[config.mk]
export PLATFORM = sky130hd
export DESIGN_NAME = probe_mux_arbiter
export DESIGN_NICKNAME = d
export VERILOG_FILES = /design/src/rtl/probe_mux_arbiter.sv
export SDC_FILE = /design/constraint.sdc
export NUM_CORES = 1
export LEC_CHECK = 0
export CAP_MARGIN = 20
export CORE_ASPECT_RATIO = 0.75
export CORE_MARGIN = 2
export CORE_UTILIZATION = 40
export CTS_BUF_LIST = sky130_fd_sc_hd__clkbuf_16
export DETAILED_ROUTE_END_ITERATION = 8
export PLACE_DENSITY = 0.73
export SYNTH_ARGS = -nofsm -noshare
export SYNTH_HDL_FRONTEND = slang
export SYNTH_SLANG_ARGS = --single-unit
[constraint.sdc]
create_clock -name clk -period 2.75 [get_ports clk]
set_input_delay 0.55 -clock clk [delete_from_list [all_inputs] [get_ports clk]]
set_output_delay 0.55 -clock clk [all_outputs]
set_load 0.01 [all_outputs]
[src/rtl/probe_mux_arbiter.sv]
// Two-requester arbiter for a shared probe mux with a fixed read latency.
// Round-robin between the JTAG side (0) and the LCD-refresh side (1),
// with an optional locked burst capped at BURST_MAX consecutive grants.
module probe_mux_arbiter #(
  parameter int unsigned MUX_LAT   = 2,
  parameter int unsigned BURST_MAX = 8
) (
  input  logic       clk,
  input  logic       reset,
  input  logic       req0,
  input  logic [7:0] addr0,
  input  logic       lock0,
  output logic       gnt0,
  output logic       rvalid0,
  input  logic       req1,
  input  logic [7:0] addr1,
  input  logic       lock1,
  output logic       gnt1,
  output logic       rvalid1,
  output logic [7:0] rdata,
  output logic [7:0] mux_addr,
  input  logic [7:0] mux_data,
  output logic       busy
);

  localparam int unsigned CW = 4;

  // Reject parameters outside the 4-bit counter range at elaboration.
  if (MUX_LAT < 1 || MUX_LAT > 15) begin : g_bad_mux_lat
    $error("probe_mux_arbiter: MUX_LAT must be 1..15");
  end
  if (BURST_MAX < 1 || BURST_MAX > 15) begin : g_bad_burst_max
    $error("probe_mux_arbiter: BURST_MAX must be 1..15");
  end

  typedef enum logic [1:0] {
    S_IDLE = 2'd0,
    S_BUSY = 2'd1,
    S_DONE = 2'd2
  } state_e;

  state_e        state_q, state_d;
  logic [CW-1:0] lat_q, lat_d;
  logic [CW-1:0] burst_q, burst_d;
  logic          owner_q, owner_d;
  logic          lock_q, lock_d;
  logic          gnt0_q, gnt0_d, gnt1_q, gnt1_d;
  logic          rvalid0_q, rvalid0_d, rvalid1_q, rvalid1_d;
  logic [7:0]    rdata_q, rdata_d;
  logic [7:0]    mux_addr_q, mux_addr_d;
  logic          busy_q, busy_d;

  logic          own_req, oth_req, relock, win;

  // Next-state, arbitration and registered-output decode.
  always_comb begin
    state_d    = state_q;
    lat_d      = lat_q;
    burst_d    = burst_q;
    owner_d    = owner_q;
    lock_d     = lock_q;
    gnt0_d     = 1'b0;
    gnt1_d     = 1'b0;
    rvalid0_d  = 1'b0;
    rvalid1_d  = 1'b0;
    rdata_d    = rdata_q;
    mux_addr_d = mux_addr_q;
    own_req    = owner_q ? req1 : req0;
    oth_req    = owner_q ? req0 : req1;
    // Locked re-grant only in the IDLE cycle right after the owner's DONE.
    relock     = lock_q && own_req && ((burst_q < CW'(BURST_MAX)) || !oth_req);
    win        = owner_q;

    case (state_q)
      S_IDLE: begin
        lock_d = 1'b0;
        if (req0 || req1) begin
          if (relock) begin
            win = owner_q;
            if (burst_q < CW'(BURST_MAX)) begin
              burst_d = burst_q + CW'(1);
            end
          end else begin
            win     = (req0 && req1) ? ~owner_q : req1;
            burst_d = CW'(1);
          end
          owner_d    = win;
          gnt0_d     = ~win;
          gnt1_d     = win;
          mux_addr_d = win ? addr1 : addr0;
          lat_d      = '0;
          state_d    = S_BUSY;
        end
      end
      S_BUSY: begin
        if (lat_q == CW'(MUX_LAT - 1)) begin
          rdata_d   = mux_data;
          rvalid0_d = ~owner_q;
          rvalid1_d = owner_q;
          state_d   = S_DONE;
        end else begin
          lat_d = lat_q + CW'(1);
        end
      end
      S_DONE: begin
        lock_d  = owner_q ? lock1 : lock0;
        state_d = S_IDLE;
      end
      default: state_d = S_IDLE;
    endcase

    busy_d = (state_d != S_IDLE);
  end

  // State and output registers with synchronous reset.
  always_ff @(posedge clk) begin
    if (reset) begin
      state_q    <= S_IDLE;
      lat_q      <= '0;
      burst_q    <= '0;
      owner_q    <= 1'b1;
      lock_q     <= 1'b0;
      gnt0_q     <= 1'b0;
      gnt1_q     <= 1'b0;
      rvalid0_q  <= 1'b0;
      rvalid1_q  <= 1'b0;
      rdata_q    <= 8'h00;
      mux_addr_q <= 8'h00;
      busy_q     <= 1'b0;
    end else begin
      state_q    <= state_d;
      lat_q      <= lat_d;
      burst_q    <= burst_d;
      owner_q    <= owner_d;
      lock_q     <= lock_d;
      gnt0_q     <= gnt0_d;
      gnt1_q     <= gnt1_d;
      rvalid0_q  <= rvalid0_d;
      rvalid1_q  <= rvalid1_d;
      rdata_q    <= rdata_d;
      mux_addr_q <= mux_addr_d;
      busy_q     <= busy_d;
    end
  end

  assign gnt0     = gnt0_q;
  assign gnt1     = gnt1_q;
  assign rvalid0  = rvalid0_q;
  assign rvalid1  = rvalid1_q;
  assign rdata    = rdata_q;
  assign mux_addr = mux_addr_q;
  assign busy     = busy_q;

endmodule

* Word-level counts from Yosys, hierarchy flattened
Cells that the tools add are included.
** Storage, ports and cells
- Bits in registers :: 33
- Bits of input ports :: 30
- Output and inout port bits :: 21
** Operators by class
- $add $sub $neg :: 2
- $lt $le $gt $ge :: 1
- Equal/unequal tests :: 6
- Muxes and demuxes :: 17
- Bitwise gates (word level) :: 6
- Reductions and logical operators :: 16
** Operator list (count)
- two-way mux 4 bit :: 4
- adder 4 x 1 -> 4 bit (second input constant) :: 2
- two-way mux 8 bit :: 1
- case mux 4 bit (2 select lines) :: 1
- two-way mux 1 bit :: 7
- NOT 1 bit :: 6
- AND reduction 3 bit :: 2
- nonzero test 2 bit :: 3
- OR reduction 3 bit :: 2
- equality test 4 x 1 -> 1 bit (second input constant) :: 1
- less-than comparator 4 bit (second input constant) :: 1
- two-way mux 2 bit :: 2
- inequality test 2 bit (second input constant) :: 2
- case mux 2 bit (2 select lines) :: 1
- AND reduction 2 bit :: 2
- logical AND 1 bit :: 3
- equality test 2 x 1 -> 1 bit (second input constant) :: 1
- equality test 2 bit (second input constant) :: 1
- zero test 2 bit :: 1
- logical OR 1 bit :: 2
- inequality test 2 x 1 -> 1 bit (second input constant) :: 1
- case mux 1 bit (2 select lines) :: 1
- zero test 1 bit :: 1

* Logic depth before layout (Yosys ltp)
- Depth after elaboration :: 8
- Depth in mapped cells :: 7

* Worst setup path after synthesis
OpenSTA, ideal clock, no wires.
- Path type :: flip-flop to flip-flop
- Start point :: register lat_q[0]
- End point :: register lat_q[1]
- Library setup time :: 0.128 ns
- Data arrival time :: 1.251 ns
- Required time :: 2.622 ns
- Slack :: 1.371 ns
- Stages on the path, launching flop included :: 7
- Cells stage by stage :: dfxtp_1 > ha_1 > nor3b_1 > clkbuf_1 > nor3_1 > a31oi_1 > nor2_1
** Between the ends
- Word-level cells in the longest chain between the ends :: 3
** RTL lines
- start, declared :: line 43 : logic [CW-1:0] lat_q, lat_d;
- start signal, assigned :: line 132 : lat_q <= lat_d;
- adder 4 x 1 -> 4 bit or equality test 4 x 1 -> 1 bit (tied branches) :: line 102, 96
- two-way mux 4 bit or inequality test 2 bit (tied branches)
- case mux 4 bit (2 select lines) or AND reduction 3 bit (tied branches)
Parallel ways exist; a longest one is shown, timed or not. The select of a mux whose other input is x is not followed.
A chain may end at the register's enable or synchronous reset.

* Final worst setup path
- Start point :: input port req0
- End point :: register mux_addr_q[3], in the netlist mux_addr[3]
** Between the ends
- Word-level cells in the longest chain between the ends :: 8
** RTL lines
- start, declared :: line 10 : input logic req0,
- two-way mux 1 bit :: line 69 : oth_req = owner_q ? req0 : req1;
- zero test 1 bit :: line 71 : relock = lock_q && own_req && ((burst_q < CW'(BURST_MAX)) || !oth_req);
- logical OR 1 bit :: line 71
- logical AND 1 bit :: line 71
- two-way mux 1 bit :: line 78 : if (relock) begin
- two-way mux 1 bit :: line 77 : if (req0 || req1) begin
- two-way mux 1 bit :: line 74 : case (state_q)
- two-way mux 8 bit :: line 90 : mux_addr_d = win ? addr1 : addr0;
- end signal, assigned :: line 141 : mux_addr_q <= mux_addr_d;
- end, declared :: line 50 : logic [7:0] mux_addr_q, mux_addr_d;
Parallel ways exist; a longest one is shown, timed or not. The select of a mux whose other input is x is not followed.

==> impl_metrics.toml <==
[outcome]
status = "completed"

[sta]
holdWs_ns = 0.453
setup-violations-final = 0
slew_viol_final = 0
slew_headroom_pct = 65.6
period_needed_ns = 1.93
grt_setup_unrepaired = "false"
hold_viol = 0
worstMarginPinSlew_ns = 0.516
layout_setup_ws_ns = 0.821
fmax_mhz = 518
finalCritPeriodShare_pct = 70.2
fin_skew_ns = 0.00555
finalSetupTns_ns = 0

[pwr]
fin_total_pwr_mw = 1.26
power.density_nw_per_um2 = 609
p_leak_nw = 0.791
peakVddDrop_v = 0.000358

[routing]
num_vias = 1274
routed_via_density = 5.14
drt-wirelength-per-cell_um = 13.0
dr.pass1.iters = 4
finalWirelength_mm = 3.23
ant_nets = 0
drcViolationCount = 0
first_iter_violations = 44

[setup_path]
crit_slowest_cell = "clkdlybuf4s50_1"
required_ns = 2.93
cp.buffers_inverters = 2
worst-setup-path-type = "in2reg"
crit_fanout = 16
cp.arrival_ns = 2.11
cp-end-kind = "flop"
path_delay_family = "buffers and inverters"
timing.critical_path.mode_cell = "nor2_1"
cp-start-kind = "input port"
cp_cell_sequence = "clkdlybuf4s50_1 -> nor2_1 -> nor2_1 -> buf_4 -> nor2_1 -> a211oi_1"
cpPeakStageDelay_ns = 0.56

[clock_tree]
cts_resized = 0
cts_buffers = 5
post_cts_buffers = 0
cts_sinks = 33
clock-root-buffer = "clkbuf_16"
cts_tree = "built"
worstSkewPairLatency_ns = 0.28
cts_max_path_buffers = 2
cts_hold_buf = 0
cts-htree-levels = 2
path_clk_slew_ns = 0.05

[global_routing]
grtUsageTotal_pct = 18.5
grt_antenna_before_repair = 0
grt_overflow_total = 0
grt_pass1_vias = 1201
use_met3_pct = 5.25
top_usage_layer = "met2"
grtUsageMet2_pct = 29.1
grtUsageMet1_pct = 22.8
grt_max_degree = 17
grt_pass1_wl_mm = 5.41

[logic_synthesis]
synth_edf_count = 0
ys.warnings.count = 0
syn-num-nets = 187
synth-async-reset-ratio_pct = 0
ys_ff_latch = 33
ys_seq_area_share_pct = 47.3
synth_ff_type = "dfxtp_1"
yosysUniqueCellTypes = 32
syn-cell-area_um2 = 1400
syn-mean-instance-area_um2 = 9.08
netlist_instances = 154

[die]
die_x_um = 72.3
fp.dieH_um = 55.2
die_area_um2 = 3990
core_um2 = 3310
initial_utilization_pct = 42.2
row_count = 18
pin_count = 51

[placed_design]
place_worst_setup_slack_ns = 0.554
port_buffers = 50
dpl.hpwl_mm = 2.40
dpl_cell_area_um2 = 1940
dp.cells = 240
place.gp.congestion = 0.841

[cells_and_area]
final_common_cell = "clkdlybuf4s50_1"
instances_no_fill = 248
layout_common_cells = "50 x clkdlybuf4s50_1, 33 x dfxtp_1, 16 x nor2_1"
layout.nets = 240
area_growth_pct = 48.4
final_util_pct = 62.7
antenna_cells = 0
drive_gt1_share_pct = 8.17
final_area_um2 = 2070

[worst_hold_path]
hp-class = "reg2reg"

[flow_run]
drv_cap = 0
==> final timing paths <==
path,start,endpoint,slack (ns),cells after the start
setup / recovery,req0,mux_addr[3],0.82,6
hold reg to reg,rdata[7],rdata[7],0.45,2
setup reg to reg,state_q[1],mux_addr[3],1.16,5
hold / removal,rdata[7],rdata[7],0.45,2
==> Yosys cell counts, types with 2 or more instances <==
master    number  share of area, %
nor2b_1        2              0.90
ha_1           3               2.7
clkbuf_1       5               1.3
a31oi_1        3               1.3
mux2i_1        9               6.4
xor2_1         2               1.3
nor3_1         6               2.1
nand4_1        2              0.90
nand2b_1       2              0.90
nor2_1        16               4.3
nand3_1       13               4.7
nand2_1       13               3.5
dfxtp_1       33                47
buf_2          3               1.1
inv_1          2              0.54
buf_6          2               1.6
a41oi_1        2               1.3
a211oi_1       8               4.3
a21oi_1       13               4.7
nor3b_1        3               1.6
==> per-layer routing <==
layer,wire length (um),vias up
li1,-,652
met5,0,-
met3,160,7
met2,1470,33
met1,1530,582
met4,73,0
==> cell families after synthesis <==
family                   after synthesis  share of synthesized area (%)
XOR/XNOR                               2                           1.25
AND/OR/NAND/NOR                       64                           22.7
AO/OA/AOI/OAI                         31                           15.0
flip-flops                            33                           47.3
buffers and inverters                 12                           4.57
adder cells (fa/ha/maj)                3                           2.69
multiplexers                           9                           6.45
==> report_power, final <==
part | total (mW) | internal [mW] | leakage, nW | switching (mW)
Combinational | 0.220 | 0.122 | 0.452 | 0.0984
Clock | 0.514 | 0.326 | 0.0687 | 0.188
Sequential | 0.530 | 0.509 | 0.270 | 0.0208
Total | 1.26 | 0.957 | 0.791 | 0.307
==> layout make-up <==
cell class | instances | area [um2]
Multi-Input combinational cell | 109 | 673
Fill cell | 265 | 1240
Timing Repair Buffer | 56 | 546
Sequential cell | 33 | 661
Tap cell | 40 | 50.0
Clock buffer | 5 | 125
Inverter | 2 | 7.51
Clock inverter | 3 | 12.5
==> flip-flops by register name, indices dropped and copies added, names as in the netlist, 2 cells and up <==
signal,count
mux_addr,8
rdata,8
burst_q,4
lat_q,4
state_q,2
==> worst register-to-register path: cells and delay by family (launching register included) <==
kind	cells	cell delay [ns]
and+or+nand+nor	3	0.67
buffers and inverters	1	0.29
AOI/OAI and AO/OA	1	0.21
DFF	1	0.32
(Power assumes the default switching activity.)
